File: src/rtl/mem_ctrl_pkg.sv
// Shared state encoding and fault codes for the MEM-stage access controller.
package mem_ctrl_pkg;

    typedef enum logic [1:0] {
        IDLE  = 2'd0,
        WAIT  = 2'd1,
        DONE  = 2'd2,
        FAULT = 2'd3
    } state_e;

    localparam logic [1:0] FLT_NONE    = 2'b00;
    localparam logic [1:0] FLT_TIMEOUT = 2'b01;
    localparam logic [1:0] FLT_BUSERR  = 2'b10;
    localparam logic [1:0] FLT_ILLEGAL = 2'b11;

endpackage

File: src/rtl/mem_timeout_counter.sv
// Saturating up-counter that flags when a memory wait has run too long.
module mem_timeout_counter #(
    parameter int CNT_W          = 16,
    parameter int TIMEOUT_CYCLES = 255
) (
    input  logic clk,
    input  logic rst,
    input  logic clear,
    input  logic enable,
    output logic expired
);

    localparam logic [CNT_W-1:0] LIMIT   = CNT_W'(TIMEOUT_CYCLES - 1);
    localparam logic [CNT_W-1:0] CNT_MAX = '1;

    logic [CNT_W-1:0] cnt_q;
    logic [CNT_W-1:0] cnt_d;

    always_comb begin
        cnt_d = cnt_q;
        if (clear) begin
            cnt_d = '0;
        end else if (enable && (cnt_q != CNT_MAX)) begin
            cnt_d = cnt_q + CNT_W'(1);
        end
    end

    always_ff @(posedge clk or negedge rst) begin
        if (!rst) begin
            cnt_q <= '0;
        end else begin
            cnt_q <= cnt_d;
        end
    end

    assign expired = (cnt_q >= LIMIT);

endmodule

File: src/rtl/mem_access_ctrl.sv
// MEM-stage controller: sequences one load/store against a ready-handshake
// memory, stalls the pipeline front and traps faults until reset.
//
// state | meaning
// IDLE  | no transaction; a single load/store request is latched and issued
// WAIT  | memReq held, waiting for memReady or timeout
// DONE  | transaction complete for one cycle; pipeline advances
// FAULT | sticky trap (timeout, bus error, illegal request) until reset
module mem_access_ctrl
    import mem_ctrl_pkg::*;
#(
    parameter int TIMEOUT_CYCLES = 255,
    parameter int CNT_W          = 16
) (
    input  logic        clk,
    input  logic        rst,
    input  logic        inMemRead,
    input  logic        inMemWrite,
    input  logic [31:0] inAddr,
    input  logic [31:0] inWriteData,
    output logic        memReq,
    output logic        memWe,
    output logic [31:0] memAddr,
    output logic [31:0] memWData,
    input  logic        memReady,
    input  logic        memErr,
    input  logic [31:0] memRData,
    output logic        outStall,
    output logic        outWbValid,
    output logic [31:0] outReadData,
    output logic        outFault,
    output logic [1:0]  outFaultCode
);

    state_e      state_q, state_d;
    logic        we_q, we_d;
    logic [31:0] addr_q, addr_d;
    logic [31:0] wdata_q, wdata_d;
    logic [31:0] rdata_q, rdata_d;
    logic [1:0]  code_q, code_d;
    logic        cnt_clear, cnt_en, cnt_expired;

    mem_timeout_counter #(
        .CNT_W         (CNT_W),
        .TIMEOUT_CYCLES(TIMEOUT_CYCLES)
    ) u_timeout (
        .clk    (clk),
        .rst    (rst),
        .clear  (cnt_clear),
        .enable (cnt_en),
        .expired(cnt_expired)
    );

    always_comb begin
        state_d    = state_q;
        we_d       = we_q;
        addr_d     = addr_q;
        wdata_d    = wdata_q;
        rdata_d    = rdata_q;
        code_d     = code_q;
        cnt_clear  = 1'b0;
        cnt_en     = 1'b0;
        outStall   = 1'b0;
        outWbValid = 1'b1;
        case (state_q)
            IDLE: begin
                if (inMemRead && inMemWrite) begin
                    outStall   = 1'b1;
                    outWbValid = 1'b0;
                    code_d     = FLT_ILLEGAL;
                    state_d    = FAULT;
                end else if (inMemRead || inMemWrite) begin
                    outStall   = 1'b1;
                    outWbValid = 1'b0;
                    addr_d     = inAddr;
                    wdata_d    = inWriteData;
                    we_d       = inMemWrite;
                    cnt_clear  = 1'b1;
                    state_d    = WAIT;
                end
            end
            WAIT: begin
                outStall   = 1'b1;
                outWbValid = 1'b0;
                cnt_en     = 1'b1;
                // A completion in the same cycle as expiry takes priority.
                if (memReady) begin
                    if (memErr) begin
                        code_d  = FLT_BUSERR;
                        state_d = FAULT;
                    end else begin
                        if (!we_q) rdata_d = memRData;
                        state_d = DONE;
                    end
                end else if (cnt_expired) begin
                    code_d  = FLT_TIMEOUT;
                    state_d = FAULT;
                end
            end
            DONE: begin
                state_d = IDLE;
            end
            FAULT: begin
                outStall   = 1'b1;
                outWbValid = 1'b0;
            end
            default: begin
                state_d = IDLE;
            end
        endcase
    end

    always_ff @(posedge clk or negedge rst) begin
        if (!rst) begin
            state_q <= IDLE;
            we_q    <= 1'b0;
            addr_q  <= '0;
            wdata_q <= '0;
            rdata_q <= '0;
            code_q  <= FLT_NONE;
        end else begin
            state_q <= state_d;
            we_q    <= we_d;
            addr_q  <= addr_d;
            wdata_q <= wdata_d;
            rdata_q <= rdata_d;
            code_q  <= code_d;
        end
    end

    // Decoded from the state flop so reset removes the request immediately.
    assign memReq       = (state_q == WAIT);
    assign outFault     = (state_q == FAULT);
    assign memWe        = we_q;
    assign memAddr      = addr_q;
    assign memWData     = wdata_q;
    assign outReadData  = rdata_q;
    assign outFaultCode = code_q;

endmodule
File: config.mk
export PLATFORM = sky130hd
export DESIGN_NAME = mem_access_ctrl
export DESIGN_NICKNAME = d
export VERILOG_FILES = /design/src/rtl/mem_ctrl_pkg.sv /design/src/rtl/mem_timeout_counter.sv /design/src/rtl/mem_access_ctrl.sv
export SDC_FILE = /design/constraint.sdc
export NUM_CORES = 1
export LEC_CHECK = 0
export BUFFER_PORTS_ARGS = -buffer_cell sky130_fd_sc_hd__buf_4
export CAP_MARGIN = 40
export CORE_MARGIN = 1.5
export CORE_UTILIZATION = 30
export DETAILED_ROUTE_END_ITERATION = 12
export SYNTH_ARGS = -nofsm -noshare
export SYNTH_HDL_FRONTEND = slang
export SYNTH_SLANG_ARGS = --single-unit
export TNS_END_PERCENT = 20
File: constraint.sdc
create_clock -name clk -period 2.8 [get_ports clk]
set_input_delay 0.84 -clock clk [delete_from_list [all_inputs] [get_ports clk]]
set_output_delay 0.84 -clock clk [all_outputs]
set_load 0.03 [all_outputs]
-- Word-level counts from Yosys, hierarchy flattened
Cells that the tools add are included.
- reductions and logical operators: 12
- $lt $le $gt $ge: 1
- equality and inequality tests: 8
- mux-type cells: 22
- bitwise operators: 3
- add/subtract/negate cells: 1
- operators with widths (operator ; count):
    $mux W16 ; 2
    $add A16 B1 Y16 const B ; 1
    $ge A16 B8 Y1 const B ; 1
    $mux W2 ; 8
    $ne A16 B16 Y1 const B ; 1
    $mux W1 ; 8
    $reduce_and A4 Y1 ; 2
    $pmux W2 S3 ; 1
    $reduce_and A3 Y1 ; 2
    $eq A2 B2 Y1 const B ; 2
    $pmux W1 S2 ; 2
    $pmux W2 S2 ; 1
    $reduce_bool A2 Y1 ; 2
    $ne A3 B1 Y1 const B ; 1
    $ne A3 B2 Y1 const B ; 1
    $ne A3 B3 Y1 const B ; 1
    $not A1 Y1 ; 3
    $reduce_bool A3 Y1 ; 1
    $eq A2 B1 Y1 const B ; 1
    $logic_and A1 B1 Y1 ; 2
    $logic_not A2 Y1 ; 1
    $ne A2 B2 Y1 const B ; 1
    $reduce_or A2 Y1 ; 1
    $logic_or A1 B1 Y1 ; 1
- register bits after elaboration: 117
- bits of input ports: 102

-- Longest topological paths before layout
- depth in word-level cells: 5
- mapped depth: 8
- depth with buffers taken out: 6

-- By module
From an unflattened synthesis, not the netlist that was laid out.
- cells, all modules: 346
- area, all modules: 4968.5 um2
- by module, submodules not included (module ; area an instance (um2) ; sequential area each (um2) ; cells an instance ; instances):
    mem_access_ctrl ; 3983.8 ; 2527.4 ; 246 ; 1
    mem_timeout_counter ; 984.7 ; 400.4 ; 100 ; 1

-- Least setup slack after synthesis
Ideal clock, no wire load.
- path kind: input -> output
- from: input port inMemRead
- to: output port outStall
- cell stages on the path: 4
- required time: 1960 ps
- data arrival time: 1710 ps
- slack: 250 ps
- path through: inv_1 > ha_1 > nand2b_1 > a21oi_1
- longest elaborated chain between the ends: 4
- elaborated cells between the ends (all ways): 5
- classes of those cells: 3 x mux; 2 x reduce/logical
- ends and longest elaborated chain (item ; line ; RTL):
    start, declared ; mem_access_ctrl.sv:17 ; input logic inMemRead,
    $logic_or A1 B1 Y1 ; mem_access_ctrl.sv:72 ; end else if (inMemRead || inMemWrite) begin
    $mux W1 ; mem_access_ctrl.sv:72 ;
    $mux W1 (*) ; mem_access_ctrl.sv:67 ; if (inMemRead && inMemWrite) begin
    $pmux W1 S2 (*) ; mem_access_ctrl.sv:65 ; case (state_q)
    end, declared ; mem_access_ctrl.sv:28 ; output logic outStall,
Mark *: on every way between the ends. The rest lies on a longest branch, timed or not.

-- Worst setup path after layout
- from: register state_q[1]
- to: output port outStall
- longest elaborated chain between the ends: 3
- elaborated cells between the ends (all ways): 5
- classes of those cells: 2 x eq/ne; 1 x mux; 2 x reduce/logical
- ends and longest elaborated chain (item ; line ; RTL):
    start, declared ; mem_access_ctrl.sv:35 ; state_e state_q, state_d;
    start signal, assigned ; mem_access_ctrl.sv:122 ; state_q <= state_d;
    $eq A2 B1 Y1 or $eq A2 B2 Y1 (tied branches) ; mem_access_ctrl.sv:65 ;
    $reduce_or A2 Y1 (no source line) ; -- ;
    $pmux W1 S2 (*) ; mem_access_ctrl.sv:65 ;
Marks and branches as above.

==> out/metrics.csv <==
metric,value,unit
outcome,"finished, final reports clean",
"Hold-fix buffers, CTS",0,
register bit total from synthesis,117,
FF+latch area,0.00293,mm²
number of synthesized flops with an enable pin,0,
post-synthesis cell count,478,
placeable core area,0.0159,mm²
area of the multi-input gates,0.00187,mm²
final worst slack,0.219,ns
H-tree level count,4,
dpl ws,0.312,ns
ranking of synthesized cells by area,"dfrtp_1 (60%), nand2_1 (16%), mux2_2 (7.8%), ha_1 (2.3%), a21oi_1 (1.3%)",
initial DRC count,174,
top-area cell type share of the netlist area,59.6,%
first-pass GRT wire length,20.1,mm
worst hold path type,input port to async pin,
largest family of logic cells by synthesized area,simple AND/OR/NAND/NOR gates,
Max Root-Sink Buffers,2,
clk root buf,clkbuf_16,
YS warnings,0,
proportion of layout cells with a drive suffix above 1,41.9,%
RSZ-0062 raised after global routing,no,
syn_nets,589,
combinational group share of total power,46.6,%
Worst slew margin,65.7,%
Seq pwr share,32.3,%
Final Hold Viols,0,
Synth cell types,45,
post-layout minimum cycle time,2.58,ns
row cnt,46,
Die Span Y,131,µm
Max IR drop VDD,0.785,mV
worst path required time,1.96,ns
Worst Tran Pin Value,0.502,ns
f_max,387,MHz
max cap viols,0,
Initial Util,30.8,%
crit path max fanout,12,
register area share after synthesis,59.6,%
pin count of the biggest net entering global routing,55,
dpl hpwl,9.48,mm
Switch Pwr,4.07,mW
vias in the first global route,4139,
Post-Syn Area,0.00491,mm²
critical path startpoint category,flop,
"Clk Latency, worst-skew pair",0.41,ns
Vias/cell,4.49,
I/O pin cnt,205,
CTS tree,done,
TritonCTS Buffers,17,
Setup Buffers After CTS,0,
"area leader, netlist",dfrtp_1,
initial antenna violation count,0,
Vias,4126,
final hold slack,0.398,ns
P per Cell Area,1320,mW/mm²
clk slew on worst S/H paths,0.05,ns
ANT nets after route,0,
# nets final,800,
"wirelength, routed",12.8,mm
DRC,0,
Clk pwr share,21.1,%
type of the worst setup path,flop to primary output,
switch share,42.4,%
P_leak,3.73,nW
Pint,5.54,mW
period utilization,92.2,%
total track usage,15.2,%
post-synthesis simple-gate area fraction,21.4,%
CP Data Arrival Time,1.74,ns
grt total ovfl,0,
Post-CTS Resized,0,
Die Area,0.0171,mm²
Setup crit end kind,primary output,
Placer Congestion,0.804,
Synth Area in Adders,2.29,%
final setup vio count,0,
Diodes inserted,0,
IO Port Bufs,204,
top_reg_cell synth,dfrtp_1,
Synth-to-Final Area Change,48.5,%
Post-synth ARST share,100,%
mux cell area share after synthesis,8.66,%
CTS sink count,117,
Clock Skew,0.00444,ns
Setup Total Neg Slack,0,ns
Filler cells,1502,
Avg WL per Cell,14.0,µm
xor and xnor area share after synthesis,0,%
fin. max-slew vios,0,
die width,131,µm
syn avg cell area,10.3,µm²
Initial DRT Pass Iterations,4,
post-synthesis compound-gate area fraction,5.50,%
stage by stage:
step,power (mW),cell area [µm²],std cells,utilization [%]
6_report,9.61,7290,918,45.7
5_1_grt,10.2,7290,918,45.7
4_1_cts,9.74,7290,918,45.7
3_5_place_dp,7.66,6730,886,42.2
3_3_place_gp,7.56,6730,886,42.2
2_1_floorplan,5.82,4910,478,-
routing by layer:
layer	up-vias	share of wire [%]	GRT usage, %
met4	0	1.1	4.78
met5	-	0	0
met2	132	52	25.7
li1	2010	-	-
met3	13	7.5	6.51
met1	1971	40	17.5
power by group through the flow:
stage	combinational [mW]	clock (mW)	sequential, mW
after floorplan	1.33	0	4.49
after global placement	4.46	0	3.09
after detailed placement	4.54	0	3.12
after CTS	4.54	2.09	3.12
after global routing	4.81	2.17	3.23
final	4.47	2.03	3.11
final cells by class:
| cell class | instances | area share, % |
|---|---|---|
| clock buffer | 20 | 6.26 |
| clock inverter | 12 | 1.44 |
| inverter | 10 | 0.515 |
| multi-input combinational | 330 | 25.6 |
| sequential | 117 | 40.2 |
| tap | 216 | 3.71 |
| timing repair buffer | 213 | 22.3 |
cell usage after synthesis, types with 6 or more instances:
| master | count |
|---|---|
| a21oi_1 | 13 |
| buf_2 | 6 |
| clkbuf_1 | 12 |
| dfrtp_1 | 117 |
| ha_1 | 9 |
| inv_1 | 10 |
| mux2_2 | 34 |
| nand2_1 | 203 |
| nor2_1 | 8 |
| o21ai_0 | 7 |
critical path, stage by stage (launching register included):
cell	delay [ns]
dfrtp_1	0.41
inv_1	0.11
ha_1	0.41
nor2_1	0.09
a21oi_1	0.14
buf_4	0.18
kinds of logic after synthesis:
| logic type | count (synthesis) |
|---|---|
| buf+inv | 31 |
| fa+ha+maj | 9 |
| simple gates | 244 |
| compound gates | 39 |
| flops | 117 |
| mux | 38 |
path summary, 6_finish.rpt:
path                       slack, ns         from         endpoint  cells after the start
max                             0.22   state_q[1]         outStall                      5
min                             0.40          rst      memAddr[26]                      1
max reg2reg                     0.58   state_q[1]  outReadData[21]                      6
min reg2reg                     0.47  memAddr[25]      memAddr[25]                      2
max in group asynchronous       1.74          rst      memAddr[18]                      2
min in group clk                0.47  memAddr[25]      memAddr[25]                      2
layout by cell type (no fill, tap or decap), types with 2 or more instances in the layout:
master,count
a2111oi_0,2
a211oi_1,2
a211oi_2,2
a21oi_1,13
a31oi_1,2
and3_2,2
and4_1,2
buf_12,2
buf_4,211
clkbuf_16,17
clkbuf_8,2
clkinv_2,5
clkinv_4,3
clkinvlp_4,2
dfrtp_1,117
ha_1,9
inv_1,10
mux2_1,2
mux2_2,34
mux2i_1,2
nand2_1,202
nand2b_1,2
nand3_1,2
nand4_1,2
nand4_2,2
nor2_1,8
nor3_1,4
nor4_1,2
o21ai_0,7
o31ai_1,4
or3_1,4
state kept, by name, indices dropped and copies added, names as in the netlist:
signal,count
u_timeout.cnt_q,16
memWe,1
state_q,2
outReadData,32
outFaultCode,2
memAddr,32
memWData,32
No activity file was read; power rests on OpenSTA's default activity.
